## src/rtl/key_led_pkg.sv

```systemverilog
// Shared constants for the key/LED GPIO front-end: LED mode encodings and PWM width.
package key_led_pkg;

  localparam logic [1:0] LED_OFF   = 2'b00;
  localparam logic [1:0] LED_ON    = 2'b01;
  localparam logic [1:0] LED_BLINK = 2'b10;
  localparam logic [1:0] LED_PWM   = 2'b11;

  localparam int PWM_W = 8;

  // Counter width for a modulus n; never below one bit so n == 1 still builds.
  function automatic int cnt_width(input int n);
    return (n > 1) ? $clog2(n) : 1;
  endfunction

endpackage

```

## src/rtl/key_debounce.sv

```systemverilog
// One push-button: 2-flop synchroniser, stability counter, debounced level and
// a single-cycle press pulse on the released->pressed transition.
module key_debounce
  import key_led_pkg::*;
#(
  parameter int DEBOUNCE_CYCLES = 500000
) (
  input  logic clk,
  input  logic reset_n,
  input  logic key_raw,
  output logic key_state,
  output logic key_press
);

  localparam int CW = cnt_width(DEBOUNCE_CYCLES);
  localparam logic [CW-1:0] CNT_MAX = CW'(DEBOUNCE_CYCLES - 1);

  logic          sync_1;
  logic          sync_2;
  logic          stable;
  logic [CW-1:0] cnt;

  // stable holds the raw pin polarity (1 = released); outputs are inverted to 1 = pressed.
  always_ff @(posedge clk) begin
    if (!reset_n) begin
      sync_1    <= 1'b1;
      sync_2    <= 1'b1;
      stable    <= 1'b1;
      cnt       <= '0;
      key_state <= 1'b0;
      key_press <= 1'b0;
    end else begin
      sync_1 <= key_raw;
      sync_2 <= sync_1;
      if (sync_2 == stable) begin
        cnt <= '0;
      end else if (cnt == CNT_MAX) begin
        stable <= sync_2;
        cnt    <= '0;
      end else begin
        cnt <= cnt + 1'b1;
      end
      key_state <= ~stable;
      key_press <= ~stable & ~key_state;
    end
  end

endmodule

```

## src/rtl/key_led_gpio_ctrl.sv

```systemverilog
// Key/LED front-end beside the EMPU GPIO bank: debounced keys with sticky press
// flags, and per-LED off/on/blink/PWM drive from shared prescalers.
module key_led_gpio_ctrl
  import key_led_pkg::*;
#(
  parameter int NUM_KEYS        = 4,
  parameter int NUM_LEDS        = 3,
  parameter int DEBOUNCE_CYCLES = 500000,
  parameter int BLINK_HALF      = 12500000,
  parameter int PWM_DIV         = 16
) (
  input  logic                  sys_clk_i,
  input  logic                  reset_n_i,
  input  logic [NUM_KEYS-1:0]   key_raw_i,
  input  logic [NUM_KEYS-1:0]   evt_clr_i,
  input  logic [2*NUM_LEDS-1:0] led_mode_i,
  input  logic [PWM_W-1:0]      led_duty_i,
  output logic [NUM_KEYS-1:0]   key_state_o,
  output logic [NUM_KEYS-1:0]   key_press_o,
  output logic [NUM_KEYS-1:0]   key_evt_o,
  output logic [NUM_LEDS-1:0]   led_o,
  output logic                  led_en_o
);

  localparam int BW = cnt_width(BLINK_HALF);
  localparam int PW = cnt_width(PWM_DIV);
  localparam logic [BW-1:0] BLINK_MAX = BW'(BLINK_HALF - 1);
  localparam logic [PW-1:0] PRE_MAX   = PW'(PWM_DIV - 1);

  logic [BW-1:0]       blink_cnt;
  logic                blink_phase;
  logic [PW-1:0]       pwm_pre;
  logic [PWM_W-1:0]    pwm_cnt;
  logic                pwm_on;
  logic [NUM_LEDS-1:0] led_next;

  for (genvar i = 0; i < NUM_KEYS; i++) begin : g_key
    key_debounce #(
      .DEBOUNCE_CYCLES(DEBOUNCE_CYCLES)
    ) u_key_debounce (
      .clk      (sys_clk_i),
      .reset_n  (reset_n_i),
      .key_raw  (key_raw_i[i]),
      .key_state(key_state_o[i]),
      .key_press(key_press_o[i])
    );
  end

  // A press arriving together with a clear keeps the flag set.
  always_ff @(posedge sys_clk_i) begin
    if (!reset_n_i) begin
      key_evt_o <= '0;
    end else begin
      key_evt_o <= (key_evt_o & ~evt_clr_i) | key_press_o;
    end
  end

  always_ff @(posedge sys_clk_i) begin
    if (!reset_n_i) begin
      blink_cnt   <= '0;
      blink_phase <= 1'b0;
      pwm_pre     <= '0;
      pwm_cnt     <= '0;
      led_en_o    <= 1'b1;
    end else begin
      led_en_o <= 1'b0;
      if (blink_cnt == BLINK_MAX) begin
        blink_cnt   <= '0;
        blink_phase <= ~blink_phase;
      end else begin
        blink_cnt <= blink_cnt + 1'b1;
      end
      if (pwm_pre == PRE_MAX) begin
        pwm_pre <= '0;
        pwm_cnt <= pwm_cnt + 1'b1;
      end else begin
        pwm_pre <= pwm_pre + 1'b1;
      end
    end
  end

  assign pwm_on = (pwm_cnt < led_duty_i);

  always_comb begin
    led_next = '0;
    for (int i = 0; i < NUM_LEDS; i++) begin
      case (led_mode_i[2*i +: 2])
        LED_OFF:   led_next[i] = 1'b0;
        LED_ON:    led_next[i] = 1'b1;
        LED_BLINK: led_next[i] = blink_phase;
        LED_PWM:   led_next[i] = pwm_on;
        default:   led_next[i] = 1'b0;
      endcase
    end
  end

  always_ff @(posedge sys_clk_i) begin
    if (!reset_n_i) begin
      led_o <= '0;
    end else begin
      led_o <= led_next;
    end
  end

endmodule

```

## config.mk

```make
export PLATFORM = sky130hd
export DESIGN_NAME = key_led_gpio_ctrl
export DESIGN_NICKNAME = d
export VERILOG_FILES = /design/src/rtl/key_led_pkg.sv /design/src/rtl/key_debounce.sv /design/src/rtl/key_led_gpio_ctrl.sv
export SDC_FILE = /design/constraint.sdc
export NUM_CORES = 1
export LEC_CHECK = 0
export CAP_MARGIN = 20
export CELL_PAD_IN_SITES_DETAIL_PLACEMENT = 0
export CELL_PAD_IN_SITES_GLOBAL_PLACEMENT = 2
export CORE_UTILIZATION = 39
export DETAILED_ROUTE_END_ITERATION = 6
export PLACE_DENSITY = 0.89
export SETUP_SLACK_MARGIN = 0.05
export SYNTH_ARGS = -nofsm -noshare
export SYNTH_HDL_FRONTEND = slang
export SYNTH_HIERARCHICAL = 1
export SYNTH_SLANG_ARGS = --single-unit
```

## constraint.sdc

```tcl
create_clock -name sys_clk_i -period 4.14 [get_ports sys_clk_i]
set_clock_uncertainty 0.15 [all_clocks]
set_input_delay 0.828 -clock sys_clk_i [delete_from_list [all_inputs] [get_ports sys_clk_i]]
set_output_delay 0.828 -clock sys_clk_i [all_outputs]
set_load 0.01 [all_outputs]
```

## After elaboration in Yosys (flattened, before gate mapping)

Cells that the tools add are included.

| storage, ports and cells | value |
|---|---|
| output and inout port bits | 16 |
| logic and storage cells | 96 |
| flip-flop bits (word level) | 141 |
| bits of input ports | 24 |

| operators by class | value |
|---|---|
| mux-type cells | 4 |
| equal/unequal tests | 19 |
| bitwise operators | 21 |
| $lt $le $gt $ge | 1 |
| reductions and logical operators | 13 |
| add/subtract/negate cells | 7 |

Operators by type and width:

| operator | number |
|---|---|
| $add A19 B1 Y19 const B | 4 |
| $eq A19 B19 Y1 const B | 4 |
| $add A24 B1 Y24 const B | 1 |
| $eq A24 B24 Y1 const B | 1 |
| $not A1 Y1 | 14 |
| $eq A2 B2 Y1 const B | 6 |
| $pmux W1 S4 | 3 |
| $reduce_or A3 Y1 | 4 |
| $add A8 B1 Y8 const B | 1 |
| $lt A8 B8 Y1 | 1 |
| $reduce_and A2 Y1 | 4 |
| $eq A2 B1 Y1 const B | 3 |
| $logic_not A2 Y1 | 3 |
| $add A4 B1 Y4 const B | 1 |
| $and A1 B1 Y1 | 4 |
| $and A4 B4 Y4 | 1 |
| $eq A1 B1 Y1 | 4 |
| $eq A4 B4 Y1 const B | 1 |
| $not A4 Y4 | 1 |
| $or A4 B4 Y4 | 1 |
| $reduce_or A2 Y1 | 2 |
| $mux W1 | 1 |

## Depth between registers and ports, before layout

Gate-level depths: netlist (run 1).

| logic depth | value |
|---|---|
| word-level depth | 3 |
| depth in mapped cells | 8 |
| depth with buffers taken out | 6 |

## Hierarchy

Netlist (run 1), hierarchy kept.

By module, submodules not included:

| module | cells each | seq. area each (um^2) | instances | area each (um^2) |
|---|---|---|---|---|
| key_debounce | 110 | 480.5 | 4 | 1021.0 |
| key_led_gpio_ctrl | 231 | 900.9 | 1 | 2077.0 |

## Worst setup path after synthesis (run 1)

Ideal clock, no wire load.

| path | value |
|---|---|
| kind | input to register |
| start point | in led_duty_i[3] |
| end point | reg led_o[2] |
| cell stages on the path | 6 |
| path slack | 1.902 ns |
| arrival | 2.009 ns |
| data required time | 3.911 ns |
| setup time | 0.079 ns |
| path buffers | 0 |
| cells stage by stage | inv_1 -> ha_1 -> a211oi_1 -> o21ai_0 -> a2111o_1 -> o211ai_1 |

| on the way | value |
|---|---|
| cells in the longest elaborated chain, start to end | 2 |

Ends and longest elaborated chain:

| item | line | text |
|---|---|---|
| start, declared | key_led_gpio_ctrl.sv:17 | `input logic [PWM_W-1:0] led_duty_i,` |
| $lt A8 B8 Y1 | key_led_gpio_ctrl.sv:82 | `assign pwm_on = (pwm_cnt < led_duty_i);` |
| $pmux W1 S4 | key_led_gpio_ctrl.sv:87 | `case (led_mode_i[2*i +: 2])` |
| end signal, assigned | key_led_gpio_ctrl.sv:101 | `led_o <= led_next;` |
| end, declared | key_led_gpio_ctrl.sv:21 | `output logic [NUM_LEDS-1:0] led_o,` |

Every way passes these cells.
A chain may end at the register's enable or synchronous reset.

## Final worst setup path (run 1)

| path | value |
|---|---|
| start point | reg blink_cnt[0] |
| end point | reg blink_cnt[22] |

| on the way | value |
|---|---|
| cells in the longest elaborated chain, start to end | 2 |
| elaborated cells between the ends (all ways) | 3 |
| those cells by class | add/sub: 1; eq/ne: 1; reduce/logical: 1 |

Ends and longest elaborated chain:

| item | line | text |
|---|---|---|
| start, declared | key_led_gpio_ctrl.sv:30 | `logic [BW-1:0] blink_cnt;` |
| start signal, assigned | key_led_gpio_ctrl.sv:71 | `blink_cnt <= blink_cnt + 1'b1;` |
| parallel branches: the longest is 2 deep, another holds $add A24 B1 Y24 | n/a |  |

Several ways; the timed one is not identified.

==> results of run 1 <==
==> cells by family after synthesis <==
kind of cell             Yosys count  share of synthesized area
AND/OR/NAND/NOR                  322                      0.281
flip-flops                       141                      0.458
XOR/XNOR                          86                      0.122
AO/OA/AOI/OAI                     53                     0.0648
buffers and inverters             51                     0.0390
adder cells (fa/ha/maj)           14                     0.0284
multiplexers                       4                    0.00650
==> critical path, stage by stage (launching register included) <==
cell and delay [ns]:
dfxtp_1 0.37, ha_1 0.24, and4_2 0.28, nand4_1 0.12
nor3_2 0.25, nand2b_1 0.76, nor2_1 0.12
==> final cells by class <==
| type | count | area [um^2] | area share |
|---|---|---|---|
| clock buffers | 23 | 488 | 0.0668 |
| multi-input cells | 479 | 3100 | 0.424 |
| well taps | 211 | 264 | 0.0361 |
| repair buffers | 40 | 398 | 0.0545 |
| flip-flops and latches | 141 | 2820 | 0.386 |
| clock inverters | 7 | 87.6 | 0.0120 |
| inverters | 39 | 146 | 0.0200 |
==> registers in the layout, indices dropped and copies added (netlist names), 3 cells and up <==
| signal | count |
|---|---|
| led_o | 3 |
| g_key.u_key_debounce/key_state | 4 |
| g_key.u_key_debounce/cnt | 76 |
| g_key.u_key_debounce/key_press | 4 |
| key_evt_o | 4 |
| g_key.u_key_debounce/sync_2 | 4 |
| blink_cnt | 24 |
| pwm_cnt | 8 |
| g_key.u_key_debounce/stable | 4 |
| pwm_pre | 4 |
| g_key.u_key_debounce/sync_1 | 4 |
==> power groups by stage <==
stage                     Combinational (W)  Sequential (W)  Clock [W]
after CTS                         0.0000775         0.00138    0.00152
after global placement            0.0000746         0.00141          0
final                             0.0000758         0.00138    0.00148
after global routing              0.0000839         0.00138    0.00158
after floorplan                   0.0000392         0.00141          0
after detailed placement          0.0000771         0.00141          0
==> routing by layer <==
layer  track usage  wire, um  up-vias
met4        0.0685       138        0
li1              -         -     2419
met3        0.0467       446       12
met5             0         0        -
met2         0.265      5660       69
met1         0.189      5630     2157
==> per-stage QoR <==
stage / instances / worst slack [ns]
finish: 940 / 1.69
global route: 940 / 1.45
CTS: 940 / 1.66
detailed placement: 910 / 1.29
global placement: 910 / 1.34
floorplan: 671 / 1.90
==> cell usage in the layout (no fill, tap or decap), types with 7 or more instances in the layout <==
master / instances
nor2b_1: 13
dfxtp_1: 141
and3_1: 7
nand3_1: 34
xor2_1: 34
nand4_1: 38
nor3_1: 22
nand2b_1: 10
nand2_1: 29
ha_1: 14
a21oi_1: 25
nor4_1: 21
nor2_1: 107
xnor2_1: 52
clkdlybuf4s50_1: 39
clkbuf_16: 17
inv_1: 39
==> worst paths after layout <==
check / end / slack, ns / cells after the start
max: blink_cnt[22] / 1.69 / 6
min: g_key[3].u_key_debounce/key_press / 0.26 / 1
max reg2reg: blink_cnt[22] / 1.69 / 6
min reg2reg: g_key[3].u_key_debounce/key_press / 0.26 / 1
==> impl_metrics.env, run 1 <==
export IMPL_final_cell_area_um2=7300
export IMPL_worstHoldPathType="reg2reg"
export IMPL_worstSetupEndpointType="flop"
export IMPL_ys_seq_area_frac=0.458
export IMPL_drive_gt1_frac=0.0850
export IMPL_internal_power_w=0.00235
export IMPL_die_y_um=128
export IMPL_area_growth_syn_to_layout_pct=18.6
export IMPL_total_leakage_power_nw=2.37
export IMPL_worst_pin_slew_ns=0.943
export IMPL_die_area_um2=16300
export IMPL_critPathArrivalTime_ns=2.57
export IMPL_fmax_mhz=408
export IMPL_rsz0062_at_grt="false"
export IMPL_grt_overflow_total=0
export IMPL_die_x_um=128
export IMPL_globalplace_congestion=0.773
export IMPL_syn_area_um2=6160
export IMPL_antenna_cells=0
export IMPL_ir_drop_v=0.000288
export IMPL_synth_edf_count=0
export IMPL_tns_ns=0
export IMPL_power_share_sequential=0.470
export IMPL_drt_wirelength_per_cell_um=12.6
export IMPL_wirelength_mm=11.9
export IMPL_syn_avg_cell_area_um2=9.18
export IMPL_clock_latency_ns=0.42
export IMPL_ios=40
export IMPL_yosysTopAreaCellShare=0.458
export IMPL_utilization=0.477
export IMPL_synth_top_cell_by_area="dfxtp_1"
export IMPL_maxCapViolCount=0
export IMPL_post_cts_setup_buffers=0
export IMPL_vias_per_cell=4.95
export IMPL_reg2reg_from="blink_cnt[0]"
export IMPL_finalHoldWorstSlack_ns=0.256
export IMPL_worstPathRequired_ns=4.26
export IMPL_hold_violations=0
export IMPL_drt_pass1_iter_count=4
export IMPL_period_minus_slack_ns=2.45
export IMPL_grt_max_degree=25
export IMPL_cts_tree="done"
export IMPL_ant_nets=0
export IMPL_clk_path_buf_depth=2
export IMPL_power_switching_w=0.000587
export IMPL_synthTopCellsByArea="dfxtp_1 46%, xnor2_1 7.4%, nor2_1 6.5%"
export IMPL_start_util=0.402
export IMPL_async_flop_share=0
export IMPL_clkTransAtPathRegs_ns=0.06
export IMPL_cts_root_buffer="clkbuf_16"
export IMPL_fin_crit_sh=0.592
export IMPL_slew_violations=0
export IMPL_power_density_nw_per_um2=402
export IMPL_hold_buffers=0
export IMPL_grtUsageTotal=0.158
export IMPL_synth_most_common_cell="dfxtp_1"
export IMPL_synth_warnings=6
export IMPL_num_rows=45
export IMPL_grt_antenna_before_repair=0
export IMPL_status="complete, no violations"
export IMPL_synth_nets=709
export IMPL_h_tree_depth=4
export IMPL_cts_resized=0
export IMPL_worstSetupPathType="reg2reg"
export IMPL_placed_cell_area_um2=6730
export IMPL_critPathLaunch="blink_cnt[0]"
export IMPL_slew_headroom=0.371
export IMPL_final_nets=756
export IMPL_place_hpwl_mm=8.23
export IMPL_ys_seq_elements=141
export IMPL_io_buffers=39
export IMPL_crit_fanout=24
export IMPL_drc=0
export IMPL_clkPwrFrac=0.505
export IMPL_start_kind="flop"
export IMPL_grt_pass1_vias=4536
export IMPL_power_total_w=0.00294
export IMPL_hold_start="g_key[3].u_key_debounce/key_state"
export IMPL_core_area_um2=15300
export IMPL_dr_total_vias=4657
export IMPL_syn_instance_count=671
export IMPL_nFillCells=1516
export IMPL_pwr_share_comb=0.026
export IMPL_cts_sinks=141
export IMPL_setup_viol=0
export IMPL_synth_top_flop_cell="dfxtp_1"
export IMPL_synth_common_cells="141 x dfxtp_1, 107 x nor2_1, 52 x xnor2_1"
export IMPL_cts_buffers=17
export IMPL_first_iter_violations=233
export IMPL_grt_pass1_wl_mm=20.6
export IMPL_sw_frac_of_total=0.200
export IMPL_synthDistinctLibCells=48
Note: power is estimated with default switching activity, not from simulation.
==> run 2: changes to the inputs <==
Settings changed: CORE_UTILIZATION 39 to 33, PLACE_DENSITY 0.89 to 0.81.
Clock period 4.14 ns to 2.2 ns, I/O delays scaled along.
==> impl_metrics.env, run 2 (synthesis gave the netlist of run 1 again) <==
export IMPL_status="complete, but fails checks"
export IMPL_violations="DRC"
export IMPL_drt_pass1_iter_count=6
export IMPL_start_kind="input pin"
export IMPL_ant_nets=0
export IMPL_crit_fanout=3
export IMPL_worstHoldPathType="reg2reg"
export IMPL_grt_antenna_before_repair=0
export IMPL_ir_drop_v=0.000340
export IMPL_largest_register_ffs=76
export IMPL_cts_buffers=17
export IMPL_post_cts_setup_buffers=0
export IMPL_globalplace_congestion=0.747
export IMPL_reg_largest_list="g_key.u_key_debounce/cnt: 76 flops, blink_cnt: 24 flops, pwm_cnt: 8 flops"
export IMPL_path_cells="clkdlybuf4s50_1 -> inv_1 -> ha_1 -> a211oi_1 -> o21ai_0 -> a2111o_1 -> o211ai_1"
export IMPL_layout_commonest_cell="dfxtp_1"
export IMPL_maxCapViolCount=0
export IMPL_grtUsageTotal=0.137
export IMPL_die_y_um=139
export IMPL_num_rows=49
export IMPL_total_leakage_power_nw=2.49
export IMPL_clkTransAtPathRegs_ns=0.06
export IMPL_slew_headroom=0.697
export IMPL_slew_violations=0
export IMPL_drt_wirelength_per_cell_um=12.3
export IMPL_cts_resized=0
export IMPL_cts_tree="done"
export IMPL_fmax_mhz=485
export IMPL_antenna_cells=0
export IMPL_power_density_nw_per_um2=714
export IMPL_period_minus_slack_ns=2.06
export IMPL_pre_cts_slack_ns=-0.301
export IMPL_die_x_um=139
export IMPL_grt_overflow_total=0
export IMPL_tns_ns=0
export IMPL_final_nets=779
export IMPL_critPathSlowestCell="a2111o_1"
export IMPL_mostFrequentLayoutCells="141 x dfxtp_1, 107 x nor2_1, 52 x xnor2_1, 39 x inv_1, 39 x clkdlybuf4s50_1"
export IMPL_area_growth_syn_to_layout_pct=22.4
export IMPL_ios=40
export IMPL_start_util=0.339
export IMPL_max_stage_delay_ns=0.46
export IMPL_placed_cell_area_um2=7000
export IMPL_critPathArrivalTime_ns=2.24
export IMPL_drc=7
export IMPL_grt_max_degree=27
export IMPL_hold_violations=0
export IMPL_first_iter_violations=237
export IMPL_final_cell_area_um2=7540
export IMPL_clock_latency_ns=0.41
export IMPL_worstSetupEndpointType="flop"
export IMPL_clk_path_buf_depth=2
export IMPL_rsz0062_at_grt="false"
export IMPL_grt_pass1_wl_mm=21.3
export IMPL_timing_final_ws_setup_ns=0.138
export IMPL_setup_viol=0
export IMPL_worstSetupPathType="in2reg"
export IMPL_worstPathRequired_ns=2.38
export IMPL_finalNonFillerCells=983
export IMPL_hold_buffers=0
export IMPL_cts_sinks=141
export IMPL_place_hpwl_mm=8.59
export IMPL_h_tree_depth=4
export IMPL_wirelength_mm=12.1
export IMPL_grt_pass1_vias=4573
export IMPL_io_buffers=39
export IMPL_nFillCells=1743
export IMPL_cts_root_buffer="clkbuf_16"
export IMPL_vias_per_cell=4.82
export IMPL_top_register="g_key.u_key_debounce/cnt"
export IMPL_fin_crit_sh=0.937
export IMPL_dr_total_vias=4741
export IMPL_core_area_um2=18100
export IMPL_worst_pin_slew_ns=0.451
export IMPL_dp_cells=951
export IMPL_finalHoldWorstSlack_ns=0.255
export IMPL_die_area_um2=19200
export IMPL_drive_gt1_frac=0.115
run 2: worst max-delay path, delay by kind of cell:
kind / cells / cell delay (ns)
AO/OA/AOI/OAI: 4 / 1.00
buffers and inverters: 2 / 0.49
adder cells (fa/ha/maj): 1 / 0.30
run 2: routing by layer:
layer	GRT usage	routed length, um	up-vias
met3	0.0380	454	17
met1	0.173	5990	2177
li1	-	-	2474
met2	0.215	5420	73
met4	0.0667	235	0
met5	0	0	-
run 2: through the flow:
step           utilization  total power (W)
2_1_floorplan            -          0.00272
3_3_place_gp         0.386          0.00281
3_5_place_dp         0.386          0.00281
4_1_cts              0.416          0.00548
5_1_grt              0.416          0.00560
6_report             0.416          0.00539
run 2: path summary, 6_finish.rpt:
| check | start | end | slack, ns | depth (start not counted) |
|---|---|---|---|---|
| setup / recovery | led_duty_i[3] | led_o[2] | 0.14 | 7 |
| hold / removal | g_key[2].u_key_debounce/key_state | g_key[2].u_key_debounce/key_press | 0.26 | 1 |
| setup reg to reg | pwm_cnt[3] | led_o[2] | 0.25 | 5 |
| hold reg to reg | g_key[2].u_key_debounce/key_state | g_key[2].u_key_debounce/key_press | 0.26 | 1 |
run 2: final cells by class:
| cell class | instances | area (um^2) | share of cell area |
|---|---|---|---|
| Clock buffer | 20 | 447 | 0.0592 |
| Clock inverter | 12 | 97.6 | 0.0129 |
| Inverter | 39 | 146 | 0.0194 |
| Multi-Input combinational cell | 479 | 3100 | 0.411 |
| Sequential cell | 141 | 2820 | 0.374 |
| Tap cell | 229 | 287 | 0.0380 |
| Timing Repair Buffer | 63 | 646 | 0.0856 |
run 2: power breakdown:
group	internal, W	switching (W)
Sequential	0.00258	0.0000173
Clock	0.00157	0.00106
Combinational	0.0000904	0.0000716
Total	0.00424	0.00115
